### src/rtl/pipe_select_pkg.sv
// Shared constants and elaboration-time helpers for the pipelined radix-4 select tree.
package pipe_select_pkg;

    localparam int PIPE_SELECT_MAX_SEL = 256;

    // Number of radix-4 levels needed to resolve n inputs (a trailing odd bit gets a 2:1 level).
    function automatic int clog4(input int n);
        return ($clog2(n) + 1) / 2;
    endfunction

    function automatic int radix_bits(input int in_cnt);
        return (in_cnt >= 4) ? 2 : 1;
    endfunction

    // Word count at the input of tree level k; level NUM_STAGE is the single output word.
    function automatic int stage_words(input int num_log, input int k);
        int rem;
        rem = num_log - 2 * k;
        if (rem < 0) rem = 0;
        return 1 << rem;
    endfunction

    function automatic int stage_offset(input int num_log, input int k);
        int off;
        off = 0;
        for (int i = 0; i < k; i++) off += stage_words(num_log, i);
        return off;
    endfunction

endpackage

### src/rtl/pipe_select_stage.sv
// One tree level: radix-4 (or 2:1 for a lone sel bit) muxes followed by the level's register slice.
module pipe_select_stage
    import pipe_select_pkg::*;
#(
    parameter int IN_CNT    = 4,
    parameter int NUM_WIDTH = 64,
    parameter int SEL_W     = 4,
    parameter int SIDE_W    = 8
) (
    input  logic                                                  clk,
    input  logic                                                  rst,
    input  logic                                                  en,
    input  logic                                                  in_valid,
    input  logic [IN_CNT*NUM_WIDTH-1:0]                           in_data,
    input  logic [SEL_W-1:0]                                      in_sel,
    input  logic [SIDE_W-1:0]                                     in_side,
    output logic                                                  out_valid,
    output logic [(IN_CNT >> radix_bits(IN_CNT))*NUM_WIDTH-1:0]   out_data,
    output logic [SEL_W-1:0]                                      out_sel,
    output logic [SIDE_W-1:0]                                     out_side
);

    localparam int RBITS   = radix_bits(IN_CNT);
    localparam int RADIX   = 1 << RBITS;
    localparam int OUT_CNT = IN_CNT / RADIX;

    logic [RBITS-1:0]             digit;
    logic [OUT_CNT*NUM_WIDTH-1:0] mux;

    assign digit = in_sel[RBITS-1:0];

    // NOTE: mux is cleared before the loop so every path assigns it and no latch is inferred.
    always_comb begin
        mux = '0;
        for (int j = 0; j < OUT_CNT; j++) begin
            for (int r = 0; r < RADIX; r++) begin
                if (digit == RBITS'(r))
                    mux[j*NUM_WIDTH +: NUM_WIDTH] = in_data[(j*RADIX + r)*NUM_WIDTH +: NUM_WIDTH];
            end
        end
    end

    // NOTE: state uses non-blocking assignments so all levels shift together on one edge.
    // NOTE: payload registers are reset as well, since the last level drives data_out/tag_out directly.
    always_ff @(posedge clk) begin
        if (rst) begin
            out_valid <= 1'b0;
            out_data  <= '0;
            out_sel   <= '0;
            out_side  <= '0;
        end else if (en) begin
            out_valid <= in_valid;
            // Bubbles only clear the valid bit; payload keeps its old value to save toggles.
            if (in_valid) begin
                out_data <= mux;
                out_sel  <= in_sel >> RBITS;
                out_side <= in_side;
            end
        end
    end

endmodule

### src/rtl/pipe_select.sv
// Pipelined NUM_SEL:1 word select with valid/ready flow control and a tag sideband.
// Optional macro PIPE_SELECT_RANGE_CHECK_EN adds the sel_err port flagging sel >= NUM_SEL.
module pipe_select
    import pipe_select_pkg::*;
#(
    parameter int NUM_SEL   = 16,
    parameter int NUM_LOG   = 4,
    parameter int NUM_WIDTH = 64,
    parameter int NUM_TAG   = 8
) (
    input  logic                         clk,
    input  logic                         rst,
    input  logic                         in_valid,
    output logic                         in_ready,
    input  logic [NUM_WIDTH*NUM_SEL-1:0] data_in,
    input  logic [NUM_LOG-1:0]           sel,
    input  logic [NUM_TAG-1:0]           tag_in,
    output logic                         out_valid,
    input  logic                         out_ready,
    output logic [NUM_WIDTH-1:0]         data_out,
    output logic [NUM_TAG-1:0]           tag_out
`ifdef PIPE_SELECT_RANGE_CHECK_EN
    ,
    output logic                         sel_err
`endif
);

    localparam int NUM_STAGE = clog4(NUM_SEL);
    localparam int NUM_PAD   = 1 << NUM_LOG;
    localparam int BUS_WORDS = stage_offset(NUM_LOG, NUM_STAGE + 1);
    localparam int OUT_OFF   = stage_offset(NUM_LOG, NUM_STAGE);
`ifdef PIPE_SELECT_RANGE_CHECK_EN
    localparam int SIDE_W    = NUM_TAG + 1;
`else
    localparam int SIDE_W    = NUM_TAG;
`endif

    logic                         en;
    logic [NUM_PAD*NUM_WIDTH-1:0] data_pad;
    logic [SIDE_W-1:0]            side_in;

    // Every level's data vector lives in one flat bus, level k at word offset stage_offset(k).
    wire  [BUS_WORDS*NUM_WIDTH-1:0] data_bus;
    wire  [NUM_STAGE:0]             valid_bus;
    wire  [NUM_LOG-1:0]             sel_bus  [NUM_STAGE+1];
    wire  [SIDE_W-1:0]              side_bus [NUM_STAGE+1];
    wire  [NUM_LOG-1:0]             sel_unused;

    assign en       = out_ready || !out_valid;
    assign in_ready = en;

    // Unused tree leaves are tied to zero, so an out-of-range select yields a zero word.
    always_comb begin
        data_pad = '0;
        data_pad[NUM_SEL*NUM_WIDTH-1:0] = data_in;
    end

`ifdef PIPE_SELECT_RANGE_CHECK_EN
    assign side_in = {int'(sel) >= NUM_SEL, tag_in};
`else
    assign side_in = tag_in;
`endif

    assign data_bus[NUM_PAD*NUM_WIDTH-1:0] = data_pad;
    assign valid_bus[0] = in_valid;
    assign sel_bus[0]   = sel;
    assign side_bus[0]  = side_in;

    for (genvar k = 0; k < NUM_STAGE; k++) begin : g_stage
        localparam int IN_CNT  = stage_words(NUM_LOG, k);
        localparam int IN_OFF  = stage_offset(NUM_LOG, k);
        localparam int NXT_CNT = stage_words(NUM_LOG, k + 1);
        localparam int NXT_OFF = stage_offset(NUM_LOG, k + 1);

        pipe_select_stage #(
            .IN_CNT    (IN_CNT),
            .NUM_WIDTH (NUM_WIDTH),
            .SEL_W     (NUM_LOG),
            .SIDE_W    (SIDE_W)
        ) u_stage (
            .clk       (clk),
            .rst       (rst),
            .en        (en),
            .in_valid  (valid_bus[k]),
            .in_data   (data_bus[IN_OFF*NUM_WIDTH +: IN_CNT*NUM_WIDTH]),
            .in_sel    (sel_bus[k]),
            .in_side   (side_bus[k]),
            .out_valid (valid_bus[k+1]),
            .out_data  (data_bus[NXT_OFF*NUM_WIDTH +: NXT_CNT*NUM_WIDTH]),
            .out_sel   (sel_bus[k+1]),
            .out_side  (side_bus[k+1])
        );
    end

    // All sel bits are consumed by the last level; what remains is always zero.
    assign sel_unused = sel_bus[NUM_STAGE];

    assign out_valid = valid_bus[NUM_STAGE];
    assign data_out  = data_bus[OUT_OFF*NUM_WIDTH +: NUM_WIDTH];
    assign tag_out   = side_bus[NUM_STAGE][NUM_TAG-1:0];
`ifdef PIPE_SELECT_RANGE_CHECK_EN
    assign sel_err   = side_bus[NUM_STAGE][NUM_TAG];
`endif

endmodule

### config.mk
export PLATFORM = sky130hd
export DESIGN_NAME = pipe_select
export DESIGN_NICKNAME = d
export VERILOG_FILES = /design/src/rtl/pipe_select_pkg.sv /design/src/rtl/pipe_select_stage.sv /design/src/rtl/pipe_select.sv
export SDC_FILE = /design/constraint.sdc
export NUM_CORES = 1
export LEC_CHECK = 0
export BUFFER_PORTS_ARGS = -buffer_cell sky130_fd_sc_hd__buf_4
export CAP_MARGIN = 20
export CORE_AREA = 2 2 436 438
export CTS_CLUSTER_DIAMETER = 120
export DETAILED_ROUTE_END_ITERATION = 6
export DIE_AREA = 0 0 438 440
export PLACE_DENSITY = 0.33
export RECOVER_POWER = 100
export SLEW_MARGIN = 15
export SYNTH_ARGS = -nofsm -noshare
export SYNTH_HDL_FRONTEND = slang
export SYNTH_HIERARCHICAL = 1
export SYNTH_SLANG_ARGS = --single-unit
### constraint.sdc
create_clock -name clk -period 2.7 [get_ports clk]
set_input_delay 0.135 -clock clk [delete_from_list [all_inputs] [get_ports clk]]
set_output_delay 0.135 -clock clk [all_outputs]
set_load 0.03 [all_outputs]
==> results.py, run 1 <==
metrics = {
    "clocking": {
        "clkTransAtPathRegs_ns": 0.06,
        "cts_sinks": 340,
        "numCtsBuffers": 50,
        "clock_latency_ns": 0.64,
        "clock_path_buffers": 3,
        "cts-root-buf": "clkbuf_16",
        "htree_levels": 2,
        "cts_tree": "done",
    },
    "floorplanning": {
        "die_h_um": 440,
        "rows": 160,
        "dieArea_um2": 193000,
        "die-width_um": 438,
        "start_util_pct": 10.4,
        "io_pins": 1114,
        "core_area_um2": 189000,
    },
    "timing": {
        "worstMarginPinSlew_ns": 1.19,
        "hold_viol_final": 0,
        "worst_slack_ns": 0.0191,
        "min_period_ns": 2.68,
        "finalClockSkew_ns": 0.0376,
        "rsz0062_at_grt": "false",
        "setup_tns_ns": 0,
        "setup_violations": 0,
        "drv_slew": 0,
        "fmax_mhz": 373,
        "slew_headroom_pct": 20.5,
        "timing.hold.ws_ns": 0.0216,
        "post-route-period-util_pct": 99.3,
    },
    "worst_setup_path": {
        "crit_type": "flip-flop to flip-flop",
        "required_ns": 3.25,
        "path_max_fanout": 160,
        "end_kind": "flip-flop",
        "cp_data_arrival_time_ns": 3.23,
        "startpoint_type": "flip-flop",
        "r2r_cells": 6,
    },
    "run": {
        "max_cap_viol_count": 0,
    },
    "synthesis": {
        "netlist_area_um2": 19600,
        "synth_area_per_cell_um2": 10.5,
        "syn_inst": 1871,
        "syn-num-nets": 2911,
        "yosysWarningCount": 6,
    },
    "power_and_ir_drop": {
        "peakVddDrop_uv": 437,
        "powerDensity_nw_per_um2": 425,
        "totalPowerFinal_uw": 16900,
        "p_leak_uw": 0.0171,
    },
    "placement": {
        "place.gp.congestion": 0.851,
        "dp_hpwl_um": 110000,
        "port_buffers": 1113,
        "post-place-ws_ns": 0.524,
    },
    "layout": {
        "mostFrequentLayoutCell": "buf_4",
        "nets": 4751,
        "drive_gt1_share_pct": 40.0,
        "mostFrequentLayoutCells": "buf_4, dlygate4sd3_1, dfxtp_1, mux2i_1, a22oi_1",
        "areaGrowthSynthToFinish_pct": 103,
        "final_util_pct": 21.1,
    },
    "global_route": {
        "grt_pass1_vias": 23900,
        "grt_pass1_wl_um": 184000,
        "grt_max_degree": 160,
        "overflow": 0,
        "grt_usage_pct": 13.5,
        "antenna_found_initial": 58,
    },
    "route": {
        "wl_met2_um": 71600,
        "route.vias.total": 22600,
        "wl_met1_um": 55700,
        "routed_wl_um": 138000,
        "drc_errors": 0,
        "avgViaCountPerCell": 3.60,
        "drtIter0Drc": 1080,
        "wire_per_inst_um": 22.0,
        "top_layer": "met5",
        "firstDrtPassIters": 5,
        "wl_met3_um": 7770,
        "drtAntennaViolNets": 0,
    },
    "worst_hold_path": {
        "hold_path_class": "input port to flip-flop",
        "hold_path_depth": 4,
    },
    "status": {
        "status": "finished clean",
    },
}
## where the power goes
group          total [uW]  switching (uW)  internal, uW
combinational        4630            1790          2840
clock                6640            2740          3890
sequential           5630             256          5380
total               16900            4790         12100
## sequential cells by signal (all words and copies together) (netlist names)
register / flops
g_stage.u_stage/out_side: 16
g_stage.u_stage/out_valid: 2
g_stage.u_stage/out_sel: 2
g_stage.u_stage/out_data: 320
## layout make-up
cell class,count,area (um^2)
clock inverter,17,181
fill,21000,149000
timing repair buffer,1970,16700
multi-input combinational,1349,11500
clock buffer,70,1440
tap,2511,3140
antenna,13,32.5
sequential,340,6810
## metal layers
| layer | vias up | track usage [%] |
|---|---|---|
| met5 | - | 0 |
| met4 | 30 | 2.68 |
| met3 | 154 | 3.04 |
| met2 | 656 | 25.0 |
| met1 | 10900 | 15.8 |
| li1 | 10900 | - |
## critical path, cell delays in order, from the launching register on
cell	delay [ns]
dfxtp_1	0.35
nand2b_4	0.15
nand2_1	0.09
or3_4	0.37
buf_12	0.21
o21ai_0	0.42
dlygate4sd3_1	0.59
## through the flow
stage / cells / instance area, um^2
floorplan: 1871 / 19600
global placement: 5389 / 30600
finish: 6270 / 39800
CTS: 6257 / 40000
detailed placement: 5389 / 30600
global route: 6263 / 39700
## repair_timing
action	in CTS	in global routing
hold endpoints to repair	276	0
endpoints found under the setup margin	0	117
hold buffers	781	0
setup buffers	0	0
resized for setup	0	4
## path summary, 6_finish.rpt
check                                  from  slack (ns)                         endpoint
min                            data_in[474]        0.02  g_stage[0].u_stage/out_data[90]
max            g_stage[1].u_stage/out_valid        0.02  g_stage[0].u_stage/out_data[15]
max reg2reg    g_stage[1].u_stage/out_valid        0.02  g_stage[0].u_stage/out_data[15]
min reg2reg  g_stage[0].u_stage/out_side[4]        0.45   g_stage[1].u_stage/out_side[4]
No activity file was read; power rests on OpenSTA's default activity.
==> inputs of run 2 (changes only) <==
--- a/config.mk
+++ b/config.mk
@@ -7,10 +7,10 @@
 export LEC_CHECK = 0
 export BUFFER_PORTS_ARGS = -buffer_cell sky130_fd_sc_hd__buf_4
 export CAP_MARGIN = 20
-export CORE_AREA = 2 2 436 438
+export CORE_AREA = 2 2 429 431
 export CTS_CLUSTER_DIAMETER = 120
 export DETAILED_ROUTE_END_ITERATION = 6
-export DIE_AREA = 0 0 438 440
+export DIE_AREA = 0 0 431 433
 export PLACE_DENSITY = 0.33
 export RECOVER_POWER = 100
 export SLEW_MARGIN = 15
==> constraint.sdc (replaced) <==
create_clock -name clk -period 2.5 [get_ports clk]
set_input_delay 0.375 -clock clk [delete_from_list [all_inputs] [get_ports clk]]
set_output_delay 0.375 -clock clk [all_outputs]
set_load 0.03 [all_outputs]
==> run 2 against run 1 <==
Against the previous run:
- non-clock buffer count is 609 lower
- highest routed layer unchanged
- hold slack better by 0.034 ns
- cell area fell by 16%
- utilization decreased by 2.7 points
- largest power group unchanged
- total power up 0.28%
- largest cell class is now multi-input combinational cells
- setup slack better by 0.23 ns
==> results.py, run 2 (synthesized netlist as in run 1, its figures left out) <==
metrics = {
    "status": {
        "status": "finished clean",
    },
    "floorplanning": {
        "core_area_um2": 182000,
        "die_h_um": 433,
        "io_pins": 1114,
        "die-width_um": 431,
        "rows": 157,
        "start_util_pct": 10.7,
        "dieArea_um2": 187000,
    },
    "placement": {
        "port_buffers": 1113,
        "dpl.cell_count": 5302,
        "placed_cell_area_um2": 30900,
        "post-place-ws_ns": 0.291,
        "place.gp.congestion": 0.879,
        "dp_hpwl_um": 111000,
    },
    "power_and_ir_drop": {
        "seq_power_share_pct": 35.9,
        "internal_power_uw": 12100,
        "p_clk_share_pct": 40.2,
        "peakVddDrop_uv": 433,
        "p_sw_uw": 4880,
        "swShare_pct": 28.8,
        "pwr-share-comb_pct": 23.9,
        "powerDensity_nw_per_um2": 507,
        "p_leak_uw": 0.0141,
    },
    "global_route": {
        "grt_pass1_vias": 20800,
        "grt_max_degree": 90,
        "antenna_found_initial": 34,
        "grt_pass1_wl_um": 172000,
        "overflow": 0,
        "grt_usage_pct": 13.4,
    },
    "clocking": {
        "ctsResizeCount": 0,
        "clock_latency_ns": 0.62,
        "numCtsBuffers": 46,
        "htree_levels": 2,
        "clkTransAtPathRegs_ns": 0.06,
        "cts_sinks": 340,
        "cts-root-buf": "clkbuf_16",
        "post-cts-setup-buffer-count": 0,
        "cts_tree": "done",
        "clock_path_buffers": 3,
        "hold_buffers": 133,
    },
    "route": {
        "firstDrtPassIters": 7,
        "route.vias.total": 19900,
        "avgViaCountPerCell": 3.60,
        "wire_per_inst_um": 23.9,
        "drtAntennaViolNets": 0,
        "drtIter0Drc": 1070,
        "drc_errors": 0,
        "routed_wl_um": 132000,
    },
    "worst_hold_path": {
        "hold_path_class": "input port to flip-flop",
        "hold_path_depth": 3,
        "hold_start": "data_in[778]",
        "hold_end": "g_stage[0].u_stage/out_data[202]",
    },
    "layout": {
        "drive_gt1_share_pct": 48.8,
        "largest_reg_flops": 320,
        "mostFrequentLayoutCells": "buf_4, dfxtp_1, mux2i_1, a22oi_1, o21ai_0",
        "instances_no_fill": 5536,
        "mostFrequentLayoutCell": "buf_4",
        "nets": 4138,
        "regMostFlops": "g_stage.u_stage/out_data",
        "areaGrowthSynthToFinish_pct": 70.8,
        "largestRegisters": "g_stage.u_stage/out_data x320, g_stage.u_stage/out_side x16",
        "final_area_um2": 33400,
    },
    "worst_setup_path": {
        "critPathLaunch": "g_stage[1].u_stage/out_valid",
        "slowest_stage": "buf_4",
        "crit_type": "flip-flop to flip-flop",
        "required_ns": 2.95,
        "startpoint_type": "flip-flop",
        "max_stage_delay_ns": 0.45,
        "rr_endpoint": "g_stage[0].u_stage/out_data[150]",
        "crit_family": "simple AND/OR/NAND/NOR gates",
        "end_kind": "flip-flop",
        "path_max_fanout": 44,
        "cp_data_arrival_time_ns": 2.71,
        "r2r_slack_ns": 0.25,
        "crit_buf_inv": 2,
        "path_cells": "nand2b_1 > nand2_1 > or3_4 > buf_12 > buf_4 > o21ai_0",
        "r2r-start": "g_stage[1].u_stage/out_valid",
        "r2r_cells": 6,
    },
    "timing": {
        "rsz0062_at_grt": "false",
        "setup_tns_ns": 0,
        "hold_viol_final": 0,
        "setup_violations": 0,
        "fmax_mhz": 443,
        "finalClockSkew_ns": 0.0279,
        "drv_slew": 0,
        "post-route-period-util_pct": 90.2,
        "worst_slack_ns": 0.245,
        "timing.hold.ws_ns": 0.0553,
        "slew_headroom_pct": 45.1,
        "min_period_ns": 2.25,
        "worstMarginPinSlew_ns": 0.801,
    },
    "run": {
        "max_cap_viol_count": 0,
    },
}
## run 2: changes by cell type in the layout (fill, tap and decap cells not counted), moves of 2 or more
| cell | delta |
|---|---|
| buf_12 | +9 |
| buf_4 | +24 |
| clkbuf_1 | +5 |
| clkbuf_16 | -4 |
| clkbuf_2 | +2 |
| clkbuf_8 | +3 |
| clkinv_8 | -2 |
| diode_2 | +4 |
| dlygate4sd3_1 | -648 |
| o21ai_0 | -16 |
| o21ai_1 | +16 |
## run 2: area by class of cell
| type | instances | area (um^2) |
|---|---|---|
| clock inverters | 14 | 149 |
| well taps | 2385 | 2980 |
| multi-input cells | 1349 | 11500 |
| flip-flops and latches | 340 | 6810 |
| repair buffers | 1361 | 10600 |
| diodes | 17 | 42.5 |
| fillers | 20400 | 149000 |
| clock buffers | 70 | 1380 |
## run 2: worst max-delay path by stage
stage / to / slack (ns) / cells past startpoint
floorplan: g_stage[0].u_stage/out_data[194] / 0.55 / 7
global placement: g_stage[0].u_stage/out_data[92] / 0.31 / 7
detailed placement: g_stage[0].u_stage/out_data[150] / 0.29 / 7
CTS: in_ready / 0.33 / 2
global route: g_stage[0].u_stage/out_data[87] / 0.14 / 6
finish: g_stage[0].u_stage/out_data[150] / 0.25 / 6
## run 2: power by group through the flow
stage          clock network (uW)  registers [uW]  logic (uW)
5_1_grt                      7290            6140        4340
3_5_place_dp                    0            6230        4020
6_report                     6810            6090        4050
2_1_floorplan                   0            6130        1660
4_1_cts                      7110            6110        4240
3_3_place_gp                    0            6220        4010
## run 2: worst reg2reg max path, cell delays in order, from the launching register on
cell and delay, ns:
dfxtp_1 0.44, nand2b_1 0.37, nand2_1 0.21, or3_4 0.16
buf_12 0.20, buf_4 0.49, o21ai_0 0.24
## run 2: per-layer routing
layer	up-vias	GRT usage [%]	part of all wire, %	routed length (um)
met3	161	3.37	6.0	7920
met2	648	23.9	51	67900
met5	-	0	0.12	153
met4	24	4.79	3.1	4170
met1	9426	15.3	39	52100
li1	9659	-	-	-
## run 2: stage by stage
step	util [%]	total power [uW]
global placement	16.9	10200
detailed placement	16.9	10200
global route	18.3	17800
finish	18.4	16900
CTS	18.5	17500
floorplan	-	7790
==> inputs of run 3 (changes only) <==
--- a/config.mk
+++ b/config.mk
@@ -8,9 +8,11 @@
 export BUFFER_PORTS_ARGS = -buffer_cell sky130_fd_sc_hd__buf_4
 export CAP_MARGIN = 20
 export CORE_AREA = 2 2 429 431
+export CTS_BUF_LIST = sky130_fd_sc_hd__clkbuf_4 sky130_fd_sc_hd__clkbuf_8 sky130_fd_sc_hd__clkbuf_16
 export CTS_CLUSTER_DIAMETER = 120
 export DETAILED_ROUTE_END_ITERATION = 6
 export DIE_AREA = 0 0 431 433
+export HOLD_SLACK_MARGIN = 0.12
 export PLACE_DENSITY = 0.33
 export RECOVER_POWER = 100
 export SLEW_MARGIN = 15
==> run 3 against run 2 <==
Against the previous run:
- count of clock-buffer cells in the layout did not move
- sequential power is essentially flat
- non-clock buffer count grew 732
- sequential cell count is the same
- sequential share of layout area fell by 3.7 points
- largest power group unchanged
- highest routed layer unchanged
==> results.py, run 3 (synthesized netlist as in run 1, its figures left out) <==
metrics = {
    "clocking": {
        "cts-root-buf": "clkbuf_16",
        "cts_sinks": 340,
        "clkTransAtPathRegs_ns": 0.06,
        "clock_latency_ns": 0.61,
        "cts_tree": "done",
        "numCtsBuffers": 46,
        "htree_levels": 2,
        "post-cts-setup-buffer-count": 0,
        "clock_path_buffers": 3,
    },
    "floorplanning": {
        "dieArea_um2": 187000,
        "start_util_pct": 10.7,
        "io_pins": 1114,
        "die_h_um": 433,
        "die-width_um": 431,
        "core_area_um2": 182000,
        "rows": 157,
    },
    "timing": {
        "worstMarginPinSlew_ns": 1.06,
        "slew_headroom_pct": 29.0,
        "finalClockSkew_ns": 0.0262,
        "drv_slew": 0,
        "post-route-period-util_pct": 94.5,
        "hold_viol_final": 0,
        "setup_violations": 0,
        "rsz0062_at_grt": "false",
        "setup_tns_ns": 0,
        "fmax_mhz": 423,
        "worst_slack_ns": 0.138,
        "min_period_ns": 2.36,
    },
    "route": {
        "firstDrtPassIters": 5,
        "wire_per_inst_um": 21.6,
        "route.vias.total": 22900,
        "routed_wl_um": 136000,
        "avgViaCountPerCell": 3.65,
        "drtIter0Drc": 1148,
        "drtAntennaViolNets": 0,
        "drc_errors": 0,
    },
    "placement": {
        "place.gp.congestion": 0.879,
        "dp_hpwl_um": 111000,
        "post-place-ws_ns": 0.291,
        "port_buffers": 1113,
    },
    "worst_setup_path": {
        "slowest_stage": "dlygate4sd3_1",
        "cp_data_arrival_time_ns": 2.86,
        "required_ns": 3.00,
        "crit_type": "flip-flop to flip-flop",
        "max_stage_delay_ns": 0.57,
        "end_kind": "flip-flop",
        "path_cells": "nand2b_2 > and4b_4 > buf_12 > buf_12 > a22oi_1 > o21ai_0 > dlygate4sd3_1",
        "startpoint_type": "flip-flop",
        "path_common_cell": "buf_12",
        "path_max_fanout": 51,
    },
    "layout": {
        "final_util_pct": 22.4,
        "mostFrequentLayoutCells": "buf_4, dlygate4sd3_1, dfxtp_1, mux2i_1, a22oi_1",
        "nFillCells": 20000,
        "areaGrowthSynthToFinish_pct": 108,
        "drive_gt1_share_pct": 39.9,
        "mostFrequentLayoutCell": "buf_4",
        "nets": 4870,
        "largestRegisters": "g_stage.u_stage/out_data x320, g_stage.u_stage/out_side x16",
        "seq_area_um2": 6810,
        "largest_reg_flops": 320,
        "multi_input_area_um2": 11500,
        "regMostFlops": "g_stage.u_stage/out_data",
    },
    "global_route": {
        "use_met2_pct": 25.4,
        "overflow": 0,
        "grt-busiest-layer": "met2",
        "grt_pass1_vias": 24700,
        "use_met1_pct": 16.1,
        "grt_use_met3_pct": 2.57,
        "antenna_found_initial": 30,
        "grt_usage_pct": 13.8,
        "grt_max_degree": 90,
        "grt_pass1_wl_um": 183000,
    },
    "power_and_ir_drop": {
        "p_leak_uw": 0.0172,
        "totalPowerFinal_uw": 18200,
        "peakVddDrop_uv": 429,
        "powerDensity_nw_per_um2": 446,
    },
    "worst_hold_path": {
        "hold_path_class": "input port to flip-flop",
    },
    "run": {
        "max_cap_viol_count": 0,
    },
    "status": {
        "status": "finished clean",
    },
}
run 3: cell count changes in the layout (fill, tap and decap cells not counted), sizes merged:
cell | previous run | this run
buf | 1144 | 1140
clkbuf | 154 | 158
diode | 17 | 14
dlygate4sd3 | 133 | 865
run 3: report_power, final:
| group | switching, uW | internal, uW |
|---|---|---|
| Clock | 2780 | 4140 |
| Sequential | 283 | 5810 |
| Combinational | 2000 | 3170 |
| Total | 5070 | 13100 |
run 3: final timing paths:
kind	from	to	slack [ns]	cells past startpoint
min	data_in[969]	g_stage[0].u_stage/out_data[201]	0.16	4
max	g_stage[1].u_stage/out_valid	g_stage[0].u_stage/out_data[170]	0.14	7
min reg2reg	g_stage[0].u_stage/out_side[0]	g_stage[1].u_stage/out_side[0]	0.45	2
max reg2reg	g_stage[1].u_stage/out_valid	g_stage[0].u_stage/out_data[170]	0.14	7
run 3: cell type report:
type                    instances  share of cell area (%)
clock inverters                14                   0.365
diodes                         14                  0.0859
repair buffers               2093                    43.9
multi-input cells            1349                    28.1
clock buffers                  70                    3.49
flip-flops and latches        340                    16.7
well taps                    2385                    7.32
run 3: metrics by stage:
step	hold slack [ns]	instance area, um^2	instances
detailed placement	0.446	30900	5302
global route	0.134	40800	6256
CTS	0.120	41100	6251
finish	0.157	40800	6265
global placement	0.441	30900	5302
floorplan	0.432	19600	1871
run 3: routing by layer:
layer,vias up,share of wire [%]
li1,11100,-
met1,10900,41
met2,661,52
met3,133,4.8
met4,20,2.3
met5,-,0.091
run 3: worst max-delay path, delay by kind of cell (launching register included):
kind / cells / cell delay [ns]
buffers and inverters: 3 / 0.90
AND/OR/NAND/NOR: 2 / 0.56
flip-flops: 1 / 0.46
AO/OA/AOI/OAI: 2 / 0.27
run 3: timing repair:
action,CTS,global route
endpoints found under the setup margin,0,10
gates resized for setup,0,1
endpoints found under the hold margin,267,0
hold buffers,865,0
